**src/rtl/alu_pipe.sv**
```systemverilog
// ============================================================================
//  Module      : alu_pipe
//  Description : Two-stage valid/ready ALU pipeline. S1 captures the operand
//                set, S2 captures the result and its flags. Optional signed
//                saturation of ADD/SUB is enabled by defining ALU_PIPE_SAT_EN.
//  Revision    : 1.0  initial release
// ============================================================================
`default_nettype none

module alu_pipe #(
    parameter int WIDTH = 32,               // 8, 16, 32 or 64
    parameter int SHW   = $clog2(WIDTH)     // shift amount taken from b[SHW-1:0]
) (
    input  logic             clk,
    input  logic             rst_n,
    input  logic             in_valid,
    output logic             in_ready,
    input  logic [WIDTH-1:0] a,
    input  logic [WIDTH-1:0] b,
    input  logic [3:0]       op,
    output logic             out_valid,
    input  logic             out_ready,
    output logic [WIDTH-1:0] result,
    output logic             negative,
    output logic             zero,
    output logic             overflow,
    output logic             cout,
    output logic             illegal,
    input  logic             clr_sticky,
    output logic             ovf_sticky
);

    localparam logic [3:0] c_op_bypassa = 4'd0;
    localparam logic [3:0] c_op_bypassb = 4'd1;
    localparam logic [3:0] c_op_add     = 4'd2;
    localparam logic [3:0] c_op_sub     = 4'd3;
    localparam logic [3:0] c_op_nota    = 4'd4;
    localparam logic [3:0] c_op_and     = 4'd5;
    localparam logic [3:0] c_op_orr     = 4'd6;
    localparam logic [3:0] c_op_xor     = 4'd7;
    localparam logic [3:0] c_op_sll     = 4'd8;
    localparam logic [3:0] c_op_srl     = 4'd9;
    localparam logic [3:0] c_op_sra     = 4'd10;
    localparam logic [3:0] c_op_slt     = 4'd11;

    localparam logic [WIDTH:0]   c_one_ext = {{WIDTH{1'b0}}, 1'b1};
`ifdef ALU_PIPE_SAT_EN
    localparam logic [WIDTH-1:0] c_smax    = {1'b0, {(WIDTH-1){1'b1}}};
    localparam logic [WIDTH-1:0] c_smin    = {1'b1, {(WIDTH-1){1'b0}}};
`endif

    // Stage 1 operand registers
    logic             r_s1_valid;
    logic [WIDTH-1:0] r_s1_a;
    logic [WIDTH-1:0] r_s1_b;
    logic [3:0]       r_s1_op;

    // Stage 2 occupancy; result and flags live directly in the output ports
    logic             r_s2_valid;

    logic             w_s1_adv;
    logic             w_in_xfer;
    logic             w_out_xfer;

    logic [WIDTH:0]   w_sum;
    logic [WIDTH:0]   w_diff;
    logic [SHW-1:0]   w_shamt;
    logic [WIDTH-1:0] w_res;
    logic             w_ovf;
    logic             w_cout;
    logic             w_ill;

    // S1 moves forward when S2 is empty or is draining this cycle
    assign w_s1_adv   = r_s1_valid && (!r_s2_valid || out_ready);
    assign in_ready   = !r_s1_valid || w_s1_adv;
    assign w_in_xfer  = in_valid && in_ready;
    assign out_valid  = r_s2_valid;
    assign w_out_xfer = r_s2_valid && out_ready;

    // Carry-extended arithmetic; SUB is a + ~b + 1 so cout=1 means no borrow
    assign w_sum   = {1'b0, r_s1_a} + {1'b0, r_s1_b};
    assign w_diff  = {1'b0, r_s1_a} + {1'b0, ~r_s1_b} + c_one_ext;
    assign w_shamt = r_s1_b[SHW-1:0];

    // Execute the S1 operation; flags other than overflow/cout come from w_res later
    always_comb begin
        w_res  = '0;
        w_ovf  = 1'b0;
        w_cout = 1'b0;
        w_ill  = 1'b0;
        case (r_s1_op)
            c_op_bypassa: w_res = r_s1_a;
            c_op_bypassb: w_res = r_s1_b;
            c_op_add: begin
                w_res  = w_sum[WIDTH-1:0];
                w_cout = w_sum[WIDTH];
                w_ovf  = (r_s1_a[WIDTH-1] == r_s1_b[WIDTH-1]) &&
                         (w_sum[WIDTH-1] != r_s1_a[WIDTH-1]);
            end
            c_op_sub: begin
                w_res  = w_diff[WIDTH-1:0];
                w_cout = w_diff[WIDTH];
                w_ovf  = (r_s1_a[WIDTH-1] != r_s1_b[WIDTH-1]) &&
                         (w_diff[WIDTH-1] != r_s1_a[WIDTH-1]);
            end
            c_op_nota:    w_res = ~r_s1_a;
            c_op_and:     w_res = r_s1_a & r_s1_b;
            c_op_orr:     w_res = r_s1_a | r_s1_b;
            c_op_xor:     w_res = r_s1_a ^ r_s1_b;
            c_op_sll:     w_res = r_s1_a << w_shamt;
            c_op_srl:     w_res = r_s1_a >> w_shamt;
            c_op_sra:     w_res = $signed(r_s1_a) >>> w_shamt;
            c_op_slt:     w_res = {{(WIDTH-1){1'b0}}, ($signed(r_s1_a) < $signed(r_s1_b))};
            default:      w_ill = 1'b1;
        endcase
`ifdef ALU_PIPE_SAT_EN
        // Overflow only arises on ADD/SUB; the sign of a tells the direction
        if (w_ovf) begin
            w_res = r_s1_a[WIDTH-1] ? c_smin : c_smax;
        end
`endif
    end

    // Stage 1: capture the operand set on input transfer, drop it when it advances
    always_ff @(posedge clk or negedge rst_n) begin
        if (!rst_n) begin
            r_s1_valid <= 1'b0;
            r_s1_a     <= '0;
            r_s1_b     <= '0;
            r_s1_op    <= '0;
        end else begin
            if (w_in_xfer) begin
                r_s1_valid <= 1'b1;
                r_s1_a     <= a;
                r_s1_b     <= b;
                r_s1_op    <= op;
            end else if (w_s1_adv) begin
                r_s1_valid <= 1'b0;
            end
        end
    end

    // Stage 2: register result and flags; hold them while the consumer stalls
    always_ff @(posedge clk or negedge rst_n) begin
        if (!rst_n) begin
            r_s2_valid <= 1'b0;
            result     <= '0;
            negative   <= 1'b0;
            zero       <= 1'b0;
            overflow   <= 1'b0;
            cout       <= 1'b0;
            illegal    <= 1'b0;
        end else begin
            if (w_s1_adv) begin
                r_s2_valid <= 1'b1;
                result     <= w_res;
                negative   <= w_res[WIDTH-1];
                zero       <= (w_res == '0);
                overflow   <= w_ovf;
                cout       <= w_cout;
                illegal    <= w_ill;
            end else if (w_out_xfer) begin
                r_s2_valid <= 1'b0;
            end
        end
    end

    // Sticky overflow: a transferred overflow beats a simultaneous clear
    always_ff @(posedge clk or negedge rst_n) begin
        if (!rst_n) begin
            ovf_sticky <= 1'b0;
        end else if (w_out_xfer && overflow) begin
            ovf_sticky <= 1'b1;
        end else if (clr_sticky) begin
            ovf_sticky <= 1'b0;
        end
    end

endmodule

`default_nettype wire

```
**config.mk**
```make
export PLATFORM = sky130hd
export DESIGN_NAME = alu_pipe
export DESIGN_NICKNAME = d
export VERILOG_FILES = /design/src/rtl/alu_pipe.sv
export SDC_FILE = /design/constraint.sdc
export NUM_CORES = 1
export LEC_CHECK = 0
export CORE_MARGIN = 5
export CORE_UTILIZATION = 52
export DETAILED_ROUTE_END_ITERATION = 8
export GPL_TIMING_DRIVEN = 0
export PLACE_DENSITY = 0.76
export SYNTH_ARGS = -nofsm -noshare
export SYNTH_HDL_FRONTEND = slang
export SYNTH_SLANG_ARGS = --single-unit
```
**constraint.sdc**
```tcl
create_clock -name clk -period 4.5 [get_ports clk]
set_input_delay 1.125 -clock clk [delete_from_list [all_inputs] [get_ports clk]]
set_output_delay 1.125 -clock clk [all_outputs]
set_load 0.005 [all_outputs]
```
Word level (Yosys, flattened, before mapping) --
Index checks and enable logic that the tools add are counted. Widths: inputs -> output; s select.
Word-level totals: bits in registers 108, input bits 73, output and inout port bits 40
Cells by class: add/sub/neg operators 3, $lt $le $gt $ge 1, equality and inequality tests 15, shift operators 3, multiplexer cells 10, bitwise logic cells 5, reductions and logical operators 16
Operators with widths (count):
- $pmux 32 s12 | 1
- $add 32x32->33 | 2
- $not 32->32 | 2
- $add 33x1->33 const B | 1
- $and 32x32->32 | 1
- $logic_not 32->1 | 1
- $lt 32x32->1 | 1
- $or 32x32->32 | 1
- $shl 32x5->32 | 1
- $shr 32x5->32 | 1
- $sshr 32x5->32 | 1
- $xor 32x32->32 | 1
- $eq 4x3->1 const B | 4
- $eq 4x4->1 const B | 4
- $reduce_or 12->1 | 1
- $eq 4x2->1 const B | 2
- $mux 1 | 7
- $logic_and 1x1->1 | 6
- $reduce_bool 2->1 | 3
- $eq 4x1->1 const B | 1
- $logic_not 4->1 | 1
- $pmux 1 s2 | 2
- $ne 1x1->1 | 3
- $logic_not 1->1 | 2
- 2 further kinds | 3

Longest topological paths before layout --
Gate-level depths: netlist (run 1).
depth after elaboration 6, depth in mapped cells 17, depth with buffers taken out 14

Worst setup path after synthesis (run 1) --
Ideal clock, no wire load.
path kind reg2reg, start point register r_s1_b[1], end point register zero, arrival 3896 ps, required time 4433 ps, setup slack 536 ps, cell stages (with the launch flop) 18, period minus slack after synthesis 3964 ps, cells stage by stage dfrtp_1 -> buf_2 -> inv_2 -> buf_2 -> buf_2 -> buf_2 -> ha_1 -> a21o_1 -> nand4_1 -> a2111oi_0 -> o211ai_1 -> mux2_2 -> nor4_1 -> o21ai_0 -> nor4_1 -> and4_1 -> and4_1 -> a32o_1
Between the ends: cells in the longest elaborated chain, start to end 5, elaborated cells on any way between the ends 13
RTL lines:
- from (decl) | RTL line 55 | logic [WIDTH-1:0] r_s1_b;
- from (signal assigned) | RTL line 129 | r_s1_b <= '0;
- from (signal assigned) | RTL line 135 | r_s1_b <= b;
- $not 32->32 | RTL line 82 | assign w_diff = {1'b0, r_s1_a} + {1'b0, ~r_s1_b} + c_one_ext;
- $add 32x32->33 | RTL line 82
- $add 33x1->33 | RTL line 82
- $pmux 32 s12 (*) | RTL line 91 | case (r_s1_op)
- $logic_not 32->1 (*) | RTL line 158 | zero <= (w_res == '0);
- to (signal assigned) | RTL line 158
- to (decl) | RTL line 25 | output logic zero,
Every way passes the cells marked *; elsewhere a longest branch is shown, timed or not. A chain may end at the register's enable or synchronous reset.

Final worst setup path (run 1) --
Ends and elaborated chain as after synthesis.

==> flow_summary_export.csv, run 1 <==
group,metric,value,unit
outcome,status,"finished, violations left",
outcome,violations,"capacitance limit, slew limit, setup timing",
setup_path,r2r_end,"zero",
cts,clkTransAtPathRegs,0.09,ns
sta,setup_violations,1,
synthesis,ys_types,102,
synthesis,yosys-top-cells-count,"nand2_1, nor2_1, a21oi_1, dfrtp_1, ha_1",
floorplan,rows,62,
floorplan,die-area,32200,um^2
global_routing,grt_pass1_wl,115,mm
sta,skew,0.0204,ns
finish,syn_to_final_growth,17.3,%
cts,cts.sinks,107,
sta,timing.final.ws_setup,-0.129,ns
placed_design,port_buffers,112,
synthesis,ys.flop_type,"dfrtp_1",
synthesis,synth.largest_area_cell,"dfrtp_1",
power,combPwrFrac,69.6,%
cts,h-tree-depth,3,
synthesis,synthesis.nets,2005,
drt,wl_met2,32.6,mm
floorplan,die_h,179,um
finish,finalNonFillerCells,2351,
drt,num_vias,17700,
drt,drtIter0Drc,3267,
min_path,min_to,"result[20]",
synthesis,synthTopCellsByArea,"dfrtp_1, ha_1, mux2_2",
setup_path,crit_type,"flop to flop",
setup_path,critPathMaxFanout,10,
drt,met3WireLength,12.0,mm
global_routing,grt_overflow,0,
synthesis,yosysTopAreaCellShare,17.9,%
setup_path,slowest_delay,0.58,ns
synthesis,seq_area_frac_synth,17.9,%
global_routing,gr-usage-all-layers,47.1,%
cts,ctsHoldBuffers,0,
cts,root_buffer,"clkbuf_16",
setup_path,cp-end-kind,"flop",
power,leakage,7.15,nW
setup_path,critPathTopFamily,"buffers and inverters",
finish,drive_gt1_share,18.4,%
synthesis,synthArstFlopShare,100,%
setup_path,cp_num_buf_inv,5,
power,power.density,437,nW/um^2
placed_design,placed_cells_incl_taps,2323,
placed_design,dp_hpwl,61.3,mm
synthesis,yosysWarnings,0,
power,power_switching,4.05,mW
power,switching_share,52.9,%
drt,wl_met1,26.4,mm
synthesis,synth_most_common_cell,"nand2_1",
setup_path,cp_num_cells,12,
setup_path,cp_data_required_time,4.85,ns
setup_path,rr_worst_depth,12,
drt,post_drt_wl_per_cell,33.7,um
finish,n_antenna_cell,0,
setup_path,reg2reg_from,"r_s1_b[1]",
placed_design,place.gp.congestion,1.14,
synthesis,synth_cells,1826,
cts,cts_buffer_depth,2,
floorplan,die_w,179,um
cts,numCtsBuffers,9,
sta,max_freq,216,MHz
sta,timing.final.crit_share,103,%
drt,firstDrtPassIters,7,
floorplan,start_util,52.3,%
global_routing,antenna_found_initial,1,
drt,drtAntennaViolNets,0,
global_routing,grt_max_degree,64,
drt,dr.max_layer_used,"met5",
power,p_int,3.60,mW
synthesis,syn_avg_cell_area,8.18,um^2
setup_path,cp.arrival,4.98,ns
sta,slew_violations,11,
global_routing,grt_pass1_vias,17100,
setup_path,path_cells,"buf_4 > buf_2 > buf_2 > buf_2 > buf_1 > o21ai_0 > a211oi_1 > a22o_1 > and3_1 > and4b_1 > and4_1 > a32o_1",
synthesis,ys_ff_latch,107,
floorplan,io_pins,113,
min_path,hp-class,"flop to flop",
min_path,hold_path.startpoint,"result[20]",
finish,fin_nets,2141,
synthesis,synth_area,14900,um^2
min_path,whs_path_depth,2,
floorplan,core,28500,um^2
sta,finalHoldViolCount,0,
cts,clock_latency,0.42,ns
drt,drt-total-wl,79.2,mm
drt,vias_per_cell,7.52,
finish,fillers,2540,
setup_path,rrSetupSlack,-0.13,ns
sta,fin_hold_ws,0.479,ns
sta,slew_headroom,-7.52,%
synthesis,synth_enable_flop_cells,0,
setup_path,crit_top_cell,"buf_2",
sta,post-route-min-period,4.63,ns
run,maxCapViolations,2,
sta,worst_pin_slew,1.59,ns
power,power_frac_seq,18.9,%
power,ir_drop,0.294,mV
placed_design,pre_cts_ws,-1.40,ns
sta,setup-tns-final,-0.129,ns
cts,cts_tree,"done",
power,pwr-share-clk,11.5,%
setup_path,critical-path-slowest-cell,"buf_1",
setup_path,cp-start-kind,"flop",
drt,drc,0,
-- worst min-delay path: cells and delay by family (launching register included) --
family / cells / cell delay [ns]
flip-flops: 1 / 0.34
AND/OR/NAND/NOR: 2 / 0.11
-- power by group through the flow --
stage          logic (mW)  registers, mW  clock network [mW]
2_1_floorplan        2.98           1.35                   0
3_3_place_gp         4.68           1.42                   0
5_1_grt              5.51           1.46               0.921
6_report             5.33           1.45               0.879
3_5_place_dp         4.71           1.44                   0
4_1_cts              4.91           1.42               0.878
-- cell type report --
class	instances	area, um^2	share of cell area (%)
multi-input cells	1443	11400	64.8
clock buffers	9	225	1.29
repair buffers	127	1250	7.14
inverters	107	417	2.38
plain buffers	167	1020	5.82
flip-flops and latches	107	2690	15.4
clock inverters	7	76.3	0.436
well taps	384	480	2.74
-- metrics by stage --
stage	utilization, %	power (mW)	area [um^2]
after floorplan	-	4.33	14900
after global placement	57.9	6.10	16500
after detailed placement	58.0	6.15	16600
after CTS	60.5	7.21	17300
after global routing	61.4	7.89	17500
final	61.4	7.65	17500
-- per-layer routing --
layer	global-route usage [%]	vias to the layer above
met2	69.7	1744
met3	18.8	552
li1	-	7130
met4	35.4	4
met1	54.8	8253
met5	0.593	-
-- registers in the layout, summed over array words and instances, names as in the netlist --
signal / count
r_s1_a: 32
r_s1_b: 32
result: 32
r_s1_op: 4
cout: 1
illegal: 1
out_valid: 1
overflow: 1
ovf_sticky: 1
r_s1_valid: 1
zero: 1
-- layout by cell type, fill, tap and decap left out, types with 12 or more instances in the layout --
master | synthesis | layout
clkbuf_1 | 80 | 52
nand3_1 | 32 | 31
buf_2 | 46 | 40
a22oi_1 | 23 | 23
nand4_1 | 22 | 22
a211oi_1 | 20 | 16
a221oi_1 | 21 | 18
buf_6 | 15 | 17
clkbuf_2 | 3 | 22
a21o_1 | 15 | 15
inv_1 | 100 | 99
mux2_2 | 102 | 102
buf_4 | 7 | 25
nor4_1 | 22 | 15
o22ai_1 | 24 | 24
a21oi_1 | 111 | 107
mux4_2 | 44 | 44
mux2i_1 | 49 | 49
and3_1 | 15 | 15
o211ai_1 | 22 | 22
o21ai_0 | 97 | 92
clkdlybuf4s50_1 | 0 | 111
dfrtp_1 | 107 | 97
o31ai_1 | 15 | 14
nand2b_1 | 19 | 19
nand2_1 | 171 | 170
buf_1 | 12 | 12
ha_1 | 104 | 104
nor3_1 | 44 | 41
nor2_1 | 156 | 154
nor2b_1 | 16 | 15
o21a_1 | 12 | 12
a31oi_1 | 33 | 31
xnor2_1 | 15 | 15
-- repair_timing --
action | CTS | global route
gates resized for setup | 79 | 77
setup endpoints to repair | 23 | 5
buffers inserted | 9 | 5
pin swaps | 7 | 14
-- worst max-delay path by stage --
| stage | startpoint | endpoint | slack [ns] |
|---|---|---|---|
| after floorplan | r_s1_b[1] | zero | 0.54 |
| after global placement | rst_n | r_s1_a[26] | -1.69 |
| after detailed placement | r_s1_b[4] | zero | -1.40 |
| after CTS | r_s1_a[19] | zero | 0.003 |
| after global routing | r_s1_b[1] | zero | -0.01 |
| final | r_s1_b[1] | zero | -0.13 |
-- logic make-up after synthesis --
kind of cell / share of synthesized area [%]
compound gates: 26.0
xor+xnor: 1.35
fa+ha+maj: 8.98
buf+inv: 8.83
flops: 17.9
mux: 19.0
simple gates: 17.9
(Power assumes the default switching activity.)
==> run 2, diff against run 1 <==
--- a/config.mk
+++ b/config.mk
@@ -5,6 +5,7 @@
 export SDC_FILE = /design/constraint.sdc
 export NUM_CORES = 1
 export LEC_CHECK = 0
+export CORE_ASPECT_RATIO = 0.5
 export CORE_MARGIN = 5
 export CORE_UTILIZATION = 52
 export DETAILED_ROUTE_END_ITERATION = 8
==> flow_summary_export.csv, run 2 (same netlist as run 1, synthesis figures left out) <==
group,metric,value,unit
outcome,status,"finished, violations left",
outcome,violations,"DRC, capacitance limit, slew limit, setup timing",
sta,slew_headroom,-5.95,%
setup_path,cp-end-kind,"flop",
sta,skew,0.0209,ns
drt,drc,1,
global_routing,gr-usage-all-layers,46.3,%
floorplan,rows,43,
placed_design,port_buffers,112,
drt,post_drt_wl_per_cell,33.6,um
global_routing,grt_overflow,0,
run,maxCapViolations,1,
floorplan,die_w,250,um
drt,drtIter0Drc,3647,
min_path,hold_path.startpoint,"result[25]",
power,power_switching,4.20,mW
floorplan,core,28000,um^2
floorplan,start_util,53.4,%
setup_path,worstSetupStartpoint,"r_s1_op[2]",
sta,post-route-min-period,4.60,ns
finish,final_common_cell,"nand2_1",
power,p_int,3.61,mW
cts,cts_tree,"done",
global_routing,grt_max_degree,67,
placed_design,place.gp.congestion,1.16,
floorplan,die-area,32400,um^2
power,ir_drop,0.264,mV
sta,worst_pin_slew,1.59,ns
sta,timing.final.crit_share,102,%
drt,drtAntennaViolNets,0,
global_routing,grt_pass1_vias,15800,
finish,n_antenna_cell,0,
placed_design,dp_hpwl,61.2,mm
setup_path,cp-start-kind,"flop",
cts,root_buffer,"clkbuf_16",
cts,h-tree-depth,3,
setup_path,reg2reg_from,"r_s1_op[2]",
drt,firstDrtPassIters,9,
finish,fin_nets,2140,
power,power_frac_seq,18.8,%
sta,max_freq,217,MHz
power,combPwrFrac,69.5,%
finish,fillers,2516,
finish,finalNonFillerCells,2348,
power,leakage,7.15,nW
power,switching_share,53.8,%
power,power.density,447,nW/um^2
power,pwr-share-clk,11.6,%
sta,finalHoldViolCount,0,
cts,clkTransAtPathRegs,0.07,ns
finish,drive_gt1_share,18.9,%
finish,reg.largest.list,"r_s1_a x32, r_s1_b x32, result x32",
placed_design,pre_cts_ws,-1.36,ns
setup_path,critPathMaxFanout,10,
cts,cts.sinks,107,
global_routing,grt_pass1_wl,110,mm
drt,vias_per_cell,7.59,
min_path,hp-class,"flop to flop",
cts,ctsHoldBuffers,0,
finish,mostFrequentLayoutCells,"nand2_1, nor2_1, clkdlybuf4s50_1",
sta,slew_violations,8,
cts,cts_buffer_depth,2,
floorplan,die_h,130,um
cts,numCtsBuffers,9,
drt,drt-total-wl,78.9,mm
drt,num_vias,17800,
finish,syn_to_final_growth,17.0,%
cts,clock_latency,0.42,ns
sta,setup_violations,1,
setup_path,cp.arrival,4.94,ns
floorplan,io_pins,113,
placed_design,placed_cells_incl_taps,2322,
setup_path,crit_type,"flop to flop",
sta,timing.final.ws_setup,-0.100,ns
global_routing,antenna_found_initial,5,
setup_path,cp_data_required_time,4.84,ns
-- run 2: cell count changes in the layout (fill, tap and decap cells not counted), sizes merged --
cell      delta
clkinv       +2
clkinvlp     -3
-- run 2: critical path, cell delays in order (launching register included) --
cell	delay (ns)
dfrtp_1	0.39
buf_2	0.22
nand2b_1	0.14
clkbuf_1	0.45
nor3_1	0.25
and3_1	0.26
nor4_1	0.56
a31oi_1	0.34
a2111oi_0	0.94
a21boi_1	0.40
and4b_1	0.25
and4_1	0.17
a32o_1	0.15
-- run 2: cell type report --
cell class / instances / area (um^2) / share of cell area [%]
Inverter: 107 / 407 / 2.33
Timing Repair Buffer: 126 / 1240 / 7.09
Clock buffer: 10 / 239 / 1.37
Buffer: 167 / 1020 / 5.81
Tap cell: 382 / 478 / 2.74
Sequential cell: 107 / 2700 / 15.4
Multi-Input combinational cell: 1443 / 11300 / 64.8
Clock inverter: 6 / 72.6 / 0.415
-- run 2: metrics by stage --
stage / TNS (ns) / instance area [um^2] / util, % / total power, mW / hold WS (ns)
after floorplan: 0 / 14900 / - / 4.33 / 0.470
after global routing: -0.0590 / 17500 / 62.5 / 7.95 / 0.491
final: -0.100 / 17500 / 62.5 / 7.81 / 0.474
after CTS: 0 / 17200 / 61.5 / 7.26 / 0.481
after detailed placement: -8.36 / 16600 / 59.2 / 6.21 / 0.464
after global placement: -203.34 / 16500 / 59.1 / 6.19 / 0.461
-- run 2: final timing paths --
check,to,cells after the start,slack [ns]
worst max-delay path,zero,12,-0.10
worst min-delay path,result[25],2,0.47
worst max register to register,zero,12,-0.10
worst min register to register,result[25],2,0.47
max in group asynchronous,result[21],2,3.01
min in group asynchronous,r_s1_a[8],1,0.72
-- run 2: repair_timing --
action,in CTS,in global routing
pin swaps,4,13
resized for setup,73,92
setup buffers,4,7
endpoints found under the setup margin,22,5
-- run 2: metal layers --
layer | up-vias | track usage, % | routed length, um
li1 | 7142 | - | -
met4 | 10 | 14.9 | 4300
met3 | 428 | 32.1 | 17100
met2 | 1777 | 59.8 | 27700
met5 | - | 0.286 | 188
met1 | 8456 | 60.8 | 29500
-- run 2: power groups by stage --
stage                     Combinational (mW)  Clock [mW]  Sequential (mW)
after floorplan                         2.98           0             1.35
after global placement                  4.74           0             1.45
after detailed placement                4.76           0             1.45
after CTS                               4.93       0.895             1.43
after global routing                    5.54       0.938             1.47
final                                   5.43       0.910             1.47
